**src/rtl/vga_timing_pkg.sv**
```systemverilog
// Shared definitions for the VGA timing / test-pattern generator:
// pattern modes, SVGA 800x600 default timing and the colour-bar table.
package vga_timing_pkg;

  typedef enum logic [1:0] {
    MODE_SOLID = 2'd0,
    MODE_BARS  = 2'd1,
    MODE_GRID  = 2'd2,
    MODE_RAMP  = 2'd3
  } mode_e;

  localparam int unsigned SVGA_H_ACTIVE = 800;
  localparam int unsigned SVGA_H_FP     = 40;
  localparam int unsigned SVGA_H_SYNC   = 128;
  localparam int unsigned SVGA_H_BP     = 88;
  localparam int unsigned SVGA_V_ACTIVE = 600;
  localparam int unsigned SVGA_V_FP     = 1;
  localparam int unsigned SVGA_V_SYNC   = 4;
  localparam int unsigned SVGA_V_BP     = 23;

  // {r,g,b} on/off flags, left-most bar first
  localparam logic [2:0] BAR_COLORS [8] = '{
    3'b111, 3'b110, 3'b011, 3'b010, 3'b101, 3'b100, 3'b001, 3'b000
  };

  function automatic int unsigned h_total(input int unsigned active, input int unsigned fp,
                                          input int unsigned sync, input int unsigned bp);
    return active + fp + sync + bp;
  endfunction

  function automatic int unsigned v_total(input int unsigned active, input int unsigned fp,
                                          input int unsigned sync, input int unsigned bp);
    return active + fp + sync + bp;
  endfunction

endpackage

```
**src/rtl/vga_pattern.sv**
```systemverilog
// Combinational test-pattern colour for one pixel position; black outside
// the active area.
module vga_pattern
  import vga_timing_pkg::*;
#(
  parameter int unsigned H_ACTIVE = SVGA_H_ACTIVE,
  parameter int unsigned V_ACTIVE = SVGA_V_ACTIVE,
  parameter int unsigned COLOR_W  = 4,
  parameter int unsigned XW       = 11,
  parameter int unsigned YW       = 10
) (
  input  logic [XW-1:0]          x,
  input  logic [YW-1:0]          y,
  input  logic [7:0]             frame,
  input  mode_e                  mode_q,
  input  logic [3*COLOR_W-1:0]   fg_rgb,
  output logic [3*COLOR_W-1:0]   rgb
);

  localparam int unsigned BAR_W = H_ACTIVE / 8;

  logic          active;
  logic [XW-1:0] bar_num;
  logic [2:0]    bar_idx;
  logic [2:0]    bar_flags;
  logic          on_grid;

  always_comb begin
    active    = (32'(x) < H_ACTIVE) && (32'(y) < V_ACTIVE);
    bar_num   = x / XW'(BAR_W);
    bar_idx   = (bar_num > XW'(7)) ? 3'd7 : bar_num[2:0];
    bar_flags = BAR_COLORS[bar_idx];
    on_grid   = (x[4:0] == '0) || (y[4:0] == '0);
    rgb       = '0;
    if (active) begin
      case (mode_q)
        MODE_SOLID: rgb = fg_rgb;
        MODE_BARS:  rgb = {{COLOR_W{bar_flags[2]}}, {COLOR_W{bar_flags[1]}},
                           {COLOR_W{bar_flags[0]}}};
        MODE_GRID:  rgb = on_grid ? fg_rgb : '0;
        MODE_RAMP:  rgb = {COLOR_W'(x + XW'(frame)), COLOR_W'(y), COLOR_W'(frame)};
        default:    rgb = '0;
      endcase
    end
  end

endmodule

```
**src/rtl/vga_timing_pattern_gen.sv**
```systemverilog
// VGA timing generator: pixel-enable divider, H/V/frame counters, sync decode
// and registered outputs one pixel behind the counters.
module vga_timing_pattern_gen
  import vga_timing_pkg::*;
#(
  parameter int unsigned H_ACTIVE = SVGA_H_ACTIVE,
  parameter int unsigned H_FP     = SVGA_H_FP,
  parameter int unsigned H_SYNC   = SVGA_H_SYNC,
  parameter int unsigned H_BP     = SVGA_H_BP,
  parameter int unsigned V_ACTIVE = SVGA_V_ACTIVE,
  parameter int unsigned V_FP     = SVGA_V_FP,
  parameter int unsigned V_SYNC   = SVGA_V_SYNC,
  parameter int unsigned V_BP     = SVGA_V_BP,
  parameter logic        HS_POL   = 1'b1,
  parameter logic        VS_POL   = 1'b1,
  parameter int unsigned COLOR_W  = 4,
  parameter int unsigned PCLK_DIV = 2,
  localparam int unsigned H_TOTAL = h_total(H_ACTIVE, H_FP, H_SYNC, H_BP),
  localparam int unsigned V_TOTAL = v_total(V_ACTIVE, V_FP, V_SYNC, V_BP),
  localparam int unsigned XW      = $clog2(H_TOTAL),
  localparam int unsigned YW      = $clog2(V_TOTAL)
) (
  input  logic                 clk,
  input  logic                 rst,
  input  logic [1:0]           mode,
  input  logic [3*COLOR_W-1:0] fg_rgb,
  output logic                 hs,
  output logic                 vs,
  output logic                 de,
  output logic [XW-1:0]        x,
  output logic [YW-1:0]        y,
  output logic [COLOR_W-1:0]   r,
  output logic [COLOR_W-1:0]   g,
  output logic [COLOR_W-1:0]   b,
  output logic                 frame_start,
  output logic                 pclk_mirror
);

  localparam int unsigned DW = $clog2(PCLK_DIV);

  logic [DW-1:0]        div_q, div_d;
  logic [XW-1:0]        h_q, h_d;
  logic [YW-1:0]        v_q, v_d;
  logic [7:0]           frame_q, frame_d;
  mode_e                mode_q, mode_d;
  logic [XW-1:0]        x_q, x_d;
  logic [YW-1:0]        y_q, y_d;
  logic                 hs_q, hs_d;
  logic                 vs_q, vs_d;
  logic                 de_q, de_d;
  logic [3*COLOR_W-1:0] rgb_q, rgb_d;
  logic                 frame_start_q, frame_start_d;
  logic                 pclk_q, pclk_d;

  logic                 pe;
  logic                 h_last;
  logic                 v_last;
  logic                 hs_on;
  logic                 vs_on;
  logic [3*COLOR_W-1:0] pat_rgb;

  vga_pattern #(
    .H_ACTIVE (H_ACTIVE),
    .V_ACTIVE (V_ACTIVE),
    .COLOR_W  (COLOR_W),
    .XW       (XW),
    .YW       (YW)
  ) u_pattern (
    .x      (h_q),
    .y      (v_q),
    .frame  (frame_q),
    .mode_q (mode_q),
    .fg_rgb (fg_rgb),
    .rgb    (pat_rgb)
  );

  always_comb begin
    pe     = (div_q == DW'(PCLK_DIV - 1));
    h_last = (32'(h_q) == H_TOTAL - 1);
    v_last = (32'(v_q) == V_TOTAL - 1);
    hs_on  = (32'(h_q) >= H_ACTIVE + H_FP) && (32'(h_q) < H_ACTIVE + H_FP + H_SYNC);
    vs_on  = (32'(v_q) >= V_ACTIVE + V_FP) && (32'(v_q) < V_ACTIVE + V_FP + V_SYNC);

    div_d         = pe ? '0 : div_q + 1'b1;
    h_d           = h_q;
    v_d           = v_q;
    frame_d       = frame_q;
    mode_d        = mode_q;
    x_d           = x_q;
    y_d           = y_q;
    hs_d          = hs_q;
    vs_d          = vs_q;
    de_d          = de_q;
    rgb_d         = rgb_q;
    frame_start_d = 1'b0;
    pclk_d        = pclk_q;

    if (pe) begin
      h_d = h_last ? '0 : h_q + 1'b1;
      if (h_last) begin
        v_d = v_last ? '0 : v_q + 1'b1;
        // New mode and frame number take effect together at pixel (0,0)
        if (v_last) begin
          frame_d = frame_q + 1'b1;
          mode_d  = mode_e'(mode);
        end
      end
      x_d           = h_q;
      y_d           = v_q;
      de_d          = (32'(h_q) < H_ACTIVE) && (32'(v_q) < V_ACTIVE);
      hs_d          = hs_on ? HS_POL : ~HS_POL;
      vs_d          = vs_on ? VS_POL : ~VS_POL;
      rgb_d         = pat_rgb;
      frame_start_d = (h_q == '0) && (v_q == '0);
      pclk_d        = 1'b0;
    end else if (div_q == DW'(PCLK_DIV / 2 - 1)) begin
      pclk_d = 1'b1;
    end
  end

  always_ff @(posedge clk) begin
    if (rst) begin
      div_q         <= '0;
      h_q           <= '0;
      v_q           <= '0;
      frame_q       <= '0;
      mode_q        <= mode_e'(mode);
      x_q           <= '0;
      y_q           <= '0;
      hs_q          <= ~HS_POL;
      vs_q          <= ~VS_POL;
      de_q          <= 1'b0;
      rgb_q         <= '0;
      frame_start_q <= 1'b0;
      pclk_q        <= 1'b0;
    end else begin
      div_q         <= div_d;
      h_q           <= h_d;
      v_q           <= v_d;
      frame_q       <= frame_d;
      mode_q        <= mode_d;
      x_q           <= x_d;
      y_q           <= y_d;
      hs_q          <= hs_d;
      vs_q          <= vs_d;
      de_q          <= de_d;
      rgb_q         <= rgb_d;
      frame_start_q <= frame_start_d;
      pclk_q        <= pclk_d;
    end
  end

  assign hs          = hs_q;
  assign vs          = vs_q;
  assign de          = de_q;
  assign x           = x_q;
  assign y           = y_q;
  assign r           = rgb_q[3*COLOR_W-1 -: COLOR_W];
  assign g           = rgb_q[2*COLOR_W-1 -: COLOR_W];
  assign b           = rgb_q[COLOR_W-1:0];
  assign frame_start = frame_start_q;
  assign pclk_mirror = pclk_q;

endmodule
```
**config.mk**
```make
export PLATFORM = sky130hd
export DESIGN_NAME = vga_timing_pattern_gen
export DESIGN_NICKNAME = d
export VERILOG_FILES = /design/src/rtl/vga_timing_pkg.sv /design/src/rtl/vga_pattern.sv /design/src/rtl/vga_timing_pattern_gen.sv
export SDC_FILE = /design/constraint.sdc
export NUM_CORES = 1
export LEC_CHECK = 0
export BUFFER_PORTS_ARGS = -buffer_cell sky130_fd_sc_hd__buf_2
export CAP_MARGIN = 10
export CORE_MARGIN = 1.5
export CORE_UTILIZATION = 52
export CTS_CLUSTER_DIAMETER = 40
export DETAILED_ROUTE_END_ITERATION = 10
export PLACE_DENSITY = 0.85
export SYNTH_ARGS = -nofsm -noshare
export SYNTH_HDL_FRONTEND = slang
export SYNTH_SLANG_ARGS = --single-unit
export TNS_END_PERCENT = 10
```
**constraint.sdc**
```tcl
create_clock -name clk -period 2.45 [get_ports clk]
set_clock_uncertainty 0.05 [all_clocks]
set_input_delay 0.1225 -clock clk [delete_from_list [all_inputs] [get_ports clk]]
set_output_delay 0.1225 -clock clk [all_outputs]
set_load 0.005 [all_outputs]
```
After elaboration in Yosys (flattened, before gate mapping) --
Memories as Yosys holds them, arrays and structs flattened. Index checks and enable logic that the tools add are counted.
Word-level totals: memory bits (writable) 0, latch bits 0, input port bits 16, logic and storage cells 68, memories kept 1, bits in read-only memories 24, output and inout port bits 38, register bits 70
Operators by class: reduce and logical (&&, ||, !) cells 18, mux-type cells 15, order comparisons 8, div/mod/pow operators 1, add/sub/neg operators 5, shift operators 0, multiply operators 0, equal/unequal tests 5, bitwise operators 2
Memory list:
- (no name shown) | words 8, width 3, read ports 1, clocked after memory_dff 0, write ports 0, RTL line vga_pattern.sv:32 | bar_flags = BAR_COLORS[bar_idx];
Operator list (number):
- 12-bit case mux with 4 select lines | 1
- 12-bit 2-to-1 mux | 2
- 11-bit by 10-bit < comparator with 1-bit output (second input constant) | 2
- 10-bit < comparator (second input constant) | 2
- 11-bit by 1-bit adder with 11-bit output (second input constant) | 1
- 11-bit by 7-bit divider with 11-bit output (second input constant) | 1
- 11-bit equality test (second input constant) | 1
- 11-bit by 10-bit greater-or-equal comparator with 1-bit output (second input constant) | 1
- 11-bit by 3-bit > comparator with 1-bit output (second input constant) | 1
- 11-bit zero test | 1
- 11-bit 2-to-1 mux | 1
- 10-bit by 1-bit adder with 10-bit output (second input constant) | 1
- 10-bit equality test (second input constant) | 1
- 10-bit greater-or-equal comparator (second input constant) | 1
- 10-bit zero test | 1
- 5-bit zero test | 2
- 10-bit 2-to-1 mux | 1
- 3-bit 2-to-1 mux | 3
- 8-bit by 1-bit adder with 8-bit output (second input constant) | 1
- 2-bit 2-to-1 mux | 4
- 3-bit AND reduction | 2
- 2-bit nonzero test | 3
- 4-bit adder | 1
- 2-bit equality test (second input constant) | 2
- other kinds (11) | 17

Logic depth before layout (Yosys ltp) --
depth after elaboration 9, gate-level depth with buffers 11, depth with buffers taken out 9

Cells and area by module --
A second synthesis with hierarchy kept.
Unflattened totals: cells, all modules 506, area total of the unflattened synthesis 4187.8 um^2
Modules (own cells, without submodules):
- vga_timing_pattern_gen | cells each 318, area an instance 2962.8 um^2, times used 1, seq. area each 1421.4 um^2
- vga_pattern | cells each 188, area an instance 1224.9 um^2, times used 1, seq. area each 0.0 um^2

Worst setup path after synthesis --
OpenSTA, ideal clock, no wires.
kind reg-to-reg, start register h_q[6], end register rgb_q[8], stages on the path, launching flop included 11, library setup time 0.117 ns, buffers on the path 1, data required time 2.283 ns, slack -0.021 ns, clock period less this slack 2.471 ns, data arrival time 2.305 ns, cell sequence dfxtp_1 -> buf_6 -> or3_4 -> a31oi_4 -> a31o_4 -> o21ai_2 -> a32o_1 -> a311o_1 -> nor2b_4 -> a221o_1 -> a22o_1
Between the ends: cells in the longest elaborated chain, start to end 9, elaborated cells between the ends (all ways) 11, classes of those cells 1 x div; 2 x order compare; 5 x mux; 1 x bitwise; 1 x reduce/logical; 1 x memory
Ends and longest elaborated chain:
- start: declaration | RTL line vga_timing_pattern_gen.sv:42 | logic [XW-1:0] h_q, h_d;
- start signal: assignment | RTL line vga_timing_pattern_gen.sv:124 | h_q <= '0;
- start signal: assignment | RTL line vga_timing_pattern_gen.sv:138 | h_q <= h_d;
- 11-bit by 7-bit divider with 11-bit output | RTL line vga_pattern.sv:30 | bar_num = x / XW'(BAR_W);
- 11-bit by 3-bit > comparator with 1-bit output | RTL line vga_pattern.sv:31 | bar_idx = (bar_num > XW'(7)) ? 3'd7 : bar_num[2:0];
- 3-bit 2-to-1 mux | RTL line vga_pattern.sv:31
- 3-bit NOT with 4-bit output (not written as such) | RTL line vga_pattern.sv:32
- memory read 8 x 3 bit
- 3-bit 2-to-1 mux (not written as such) (2 in series) | RTL line vga_pattern.sv:32
- 12-bit case mux with 4 select lines | RTL line vga_pattern.sv:36 | case (mode_q)
- 12-bit 2-to-1 mux (*) | RTL line vga_pattern.sv:35 | if (active) begin
- end signal: assignment | RTL line vga_timing_pattern_gen.sv:147 | rgb_q <= rgb_d;
- end: declaration | RTL line vga_timing_pattern_gen.sv:51 | logic [3*COLOR_W-1:0] rgb_q, rgb_d;
Mark *: on every way between the ends. The rest lies on a longest branch, timed or not. The select of a mux whose other input is x is not followed. A chain may end at the register's enable or synchronous reset.

Worst setup path in the final report --
start register h_q[6], end register rgb_q[11]
The elaborated chain is that of the path after synthesis.

==> metrics <==
synth unique cells=between 70 and 80; DRC=0; Warnings, synthesis=0; HPWL after DPL=~6700 um; DP Worst Slack=-0.3063 ns; M1 GR Usage=0.3331; Post-synth top cells=64 x dfxtp_1, 55 x nor2_1, 40 x nand2_1, 27 x o21ai_0, 24 x mux2i_1; syn avg cell area=between 8 and 9 um^2; FF+latch count, synth=66; f_max=0.3869 GHz; die area=around 7500 um^2; vias per cell=~5.8; failing checks=negative setup slack; global-route wire length before repair=~15000 um; met2 track demand over resource=0.4112; Mapped Nets=roughly 450; Top Usage Layer GRT=met2; vias in the first global route=3261; GRT Util Overall=0.2538; Required @ worst endpoint=approximately 2.7 ns; cell leakage power=~2.1 nW; Pwr Total=between 2 and 2.5 mW; Seq pwr share=0.537; run status=finished, violations left; RSZ-0062 raised after global routing=yes; fin. max-slew vios=0; Area growth, synth to finish=28.68%; final setup violation count=8; CTS tree=built; Clk pin slew, worst setup/hold paths=about 0.08 ns; port buffer count=53; Slew headroom=0.5839; Synth async-reset ratio=0; most used standard cell by instance count after synthesis=dfxtp_1; post-synthesis sequential area ratio=0.3678; EDFF count, synth=2; combinational power share=0.087; largest net degree at the start of global routing=36; Pre-antenna DRT Iters=5; via count=between 3k and 4k; GPL Wtd Cong=0.8775; Mapped Area=around 3600 um^2; largest cells by area after synthesis=dfxtp_1 35%, mux2i_1 6.6%, nor2_1 5.7%, nand2_1 4.1%, o21ai_0 3.7%; post-DR wirelength/cell=between 15 and 20 um; antenna violations before repair=0; CP Data Arrival Time=roughly 2.8 ns; Clk Latency, worst-skew pair=about 0.35 ns; Max clock buf depth=2; CTS buffer count=9; setup ws final=-0.1349 ns; clock period minus worst slack=around 2.6 ns; delay-heaviest family, CP=compound AO/OA/AOI/OAI gates; area share of the largest cell type after synthesis=0.3513; Worst setup SP type=flop; initial core utilization=0.5368; worst-path maximum fanout=7; cells after synthesis=roughly 430; max_cap viols=0; Tcrit/Tclk final=1.055; design area=about 4700 um^2; CP endpoint kind=flop; Clock Power Share=0.377; critical path cell sequence=or3_4 -> a31oi_4 -> a31o_4 -> o21ai_2 -> a32o_2 -> a311o_1 -> nor2b_4 -> a221o_1 -> a22o_1; slew of the pin with the lowest slew margin=~0.62 ns; routed wire length=9601 um; Final ANT Viol Nets=0; # clock sinks=66; buffer and inverter count on the worst path=0; Switch Pwr=~530 uW; Hold Fails Final Rpt=0; io pins=54; Worst Hold Class=input pin to flop; row cnt=30; Cell Int Power=between 1.5 and 2 mW; Setup Crit Path Kind=flop to flop; CTS root buf=clkbuf_8; Ant. Diodes=0; Sw Ratio=0.2569; 1st-iter DRT viols=~230; GRT Residual Overflow=0; CP peak stage delay=~0.4 ns; H-tree Lvls=3; overall die width=between 80 and 90 um; Placement Cell Area=4309 um^2; most common flop cell mapped by yosys=dfxtp_1; PwrDens=~440 nW/um^2; Util after Layout=0.6908; CP max-delay cell=or3_4; worst vdd ir=between 0.0004 and 0.0005 V; routing usage on met3=0.05524; largest area contributor in the netlist=dfxtp_1; Total Nets Final=555; Die H=between 80 and 90 um; share of post-route cells with drive strength above 1=0.3171; core box area=slightly below 7000 um^2
[layer usage]
metal / share of wire / vias up
li1: - / 1744
met3: 0.051 / 14
met2: 0.48 / 127
met4: 0.016 / 0
met1: 0.45 / 1733
met5: 0 / -
[cell type report]
cell class	instances	area, um^2
Multi-Input combinational cell	319	2220
Tap cell	96	120.1
Inverter	12	45.04
Clock inverter	5	31.28
Sequential cell	66	1361
Fill cell	530	2101
Timing Repair Buffer	120	784.5
Clock buffer	11	131.4
[power by group through the flow]
stage	sequential, mW	clock (mW)	combinational (mW)
floorplan	1.14	0	0.101
global placement	1.14	0	0.169
detailed placement	1.14	0	0.173
CTS	1.11	0.786	0.177
global route	1.11	0.835	0.197
finish	1.11	0.780	0.180
[worst paths after layout]
path	startpoint	end	slack [ns]	depth (start not counted)
hold reg to reg	de	de	0.40	1
hold / removal	fg_rgb[5]	rgb_q[5]	0.03	3
setup reg to reg	h_q[6]	rgb_q[11]	-0.13	9
setup / recovery	h_q[6]	rgb_q[11]	-0.13	9
[cells by family (layout without fill, tap and decap cells)]
| family | after synthesis | count (layout) | synth area share |
|---|---|---|---|
| buffers and inverters | 40 | 148 | 0.04974 |
| flip-flops | 66 | 66 | 0.3678 |
| multiplexers | 25 | 25 | 0.06895 |
| XOR/XNOR | 23 | 23 | 0.05523 |
| AND/OR/NAND/NOR | 160 | 160 | 0.2182 |
| adder cells (fa/ha/maj) | 11 | 11 | 0.03979 |
| AO/OA/AOI/OAI | 100 | 100 | 0.2003 |
[state kept, by name, indices dropped and copies added, names as in the netlist]
name         flops
mode_q           2
frame_q          4
frame_start      1
y               10
pclk_mirror      1
rgb_q           12
hs               1
div_q            1
h_q             11
vs               1
de               1
v_q             10
x               11
[worst min-delay path, cell delays in order]
cell and delay [ns]:
buf_2 0.08, o21ai_0 0.07, o21ai_0 0.12
[through the flow]
step	std cells	setup TNS, ns	hold slack (ns)
2_1_floorplan	425	-0.004568	0.1714
3_3_place_gp	601	-1.127	0.2586
6_report	629	-0.9697	0.02757
3_5_place_dp	601	-1.843	0.2563
5_1_grt	629	-1.652	0.06238
4_1_cts	624	-0.7467	0.02839
[layout by cell type (no fill, tap or decap), types with 5 or more instances in the layout]
master     n
a21oi_1   15
and3_1     6
buf_2     53
buf_4     62
clkbuf_8   9
dfxtp_1   58
dfxtp_4    5
ha_1      10
inv_1     12
mux2i_1   24
nand2_1   39
nand3_1    9
nand4_1    6
nor2_1    54
nor3_1     5
nor4_1     5
o21ai_0   26
or3_1      6
xnor2_1   12
xor2_1    11
[what timing repair did]
item,CTS,global route
endpoints found under the setup margin,12,13
pin swaps,18,12
hold buffers,2,0
gates resized for setup,20,16
hold endpoints to repair,2,0
buffers inserted,5,5
Power figures use the tool's default switching activity.
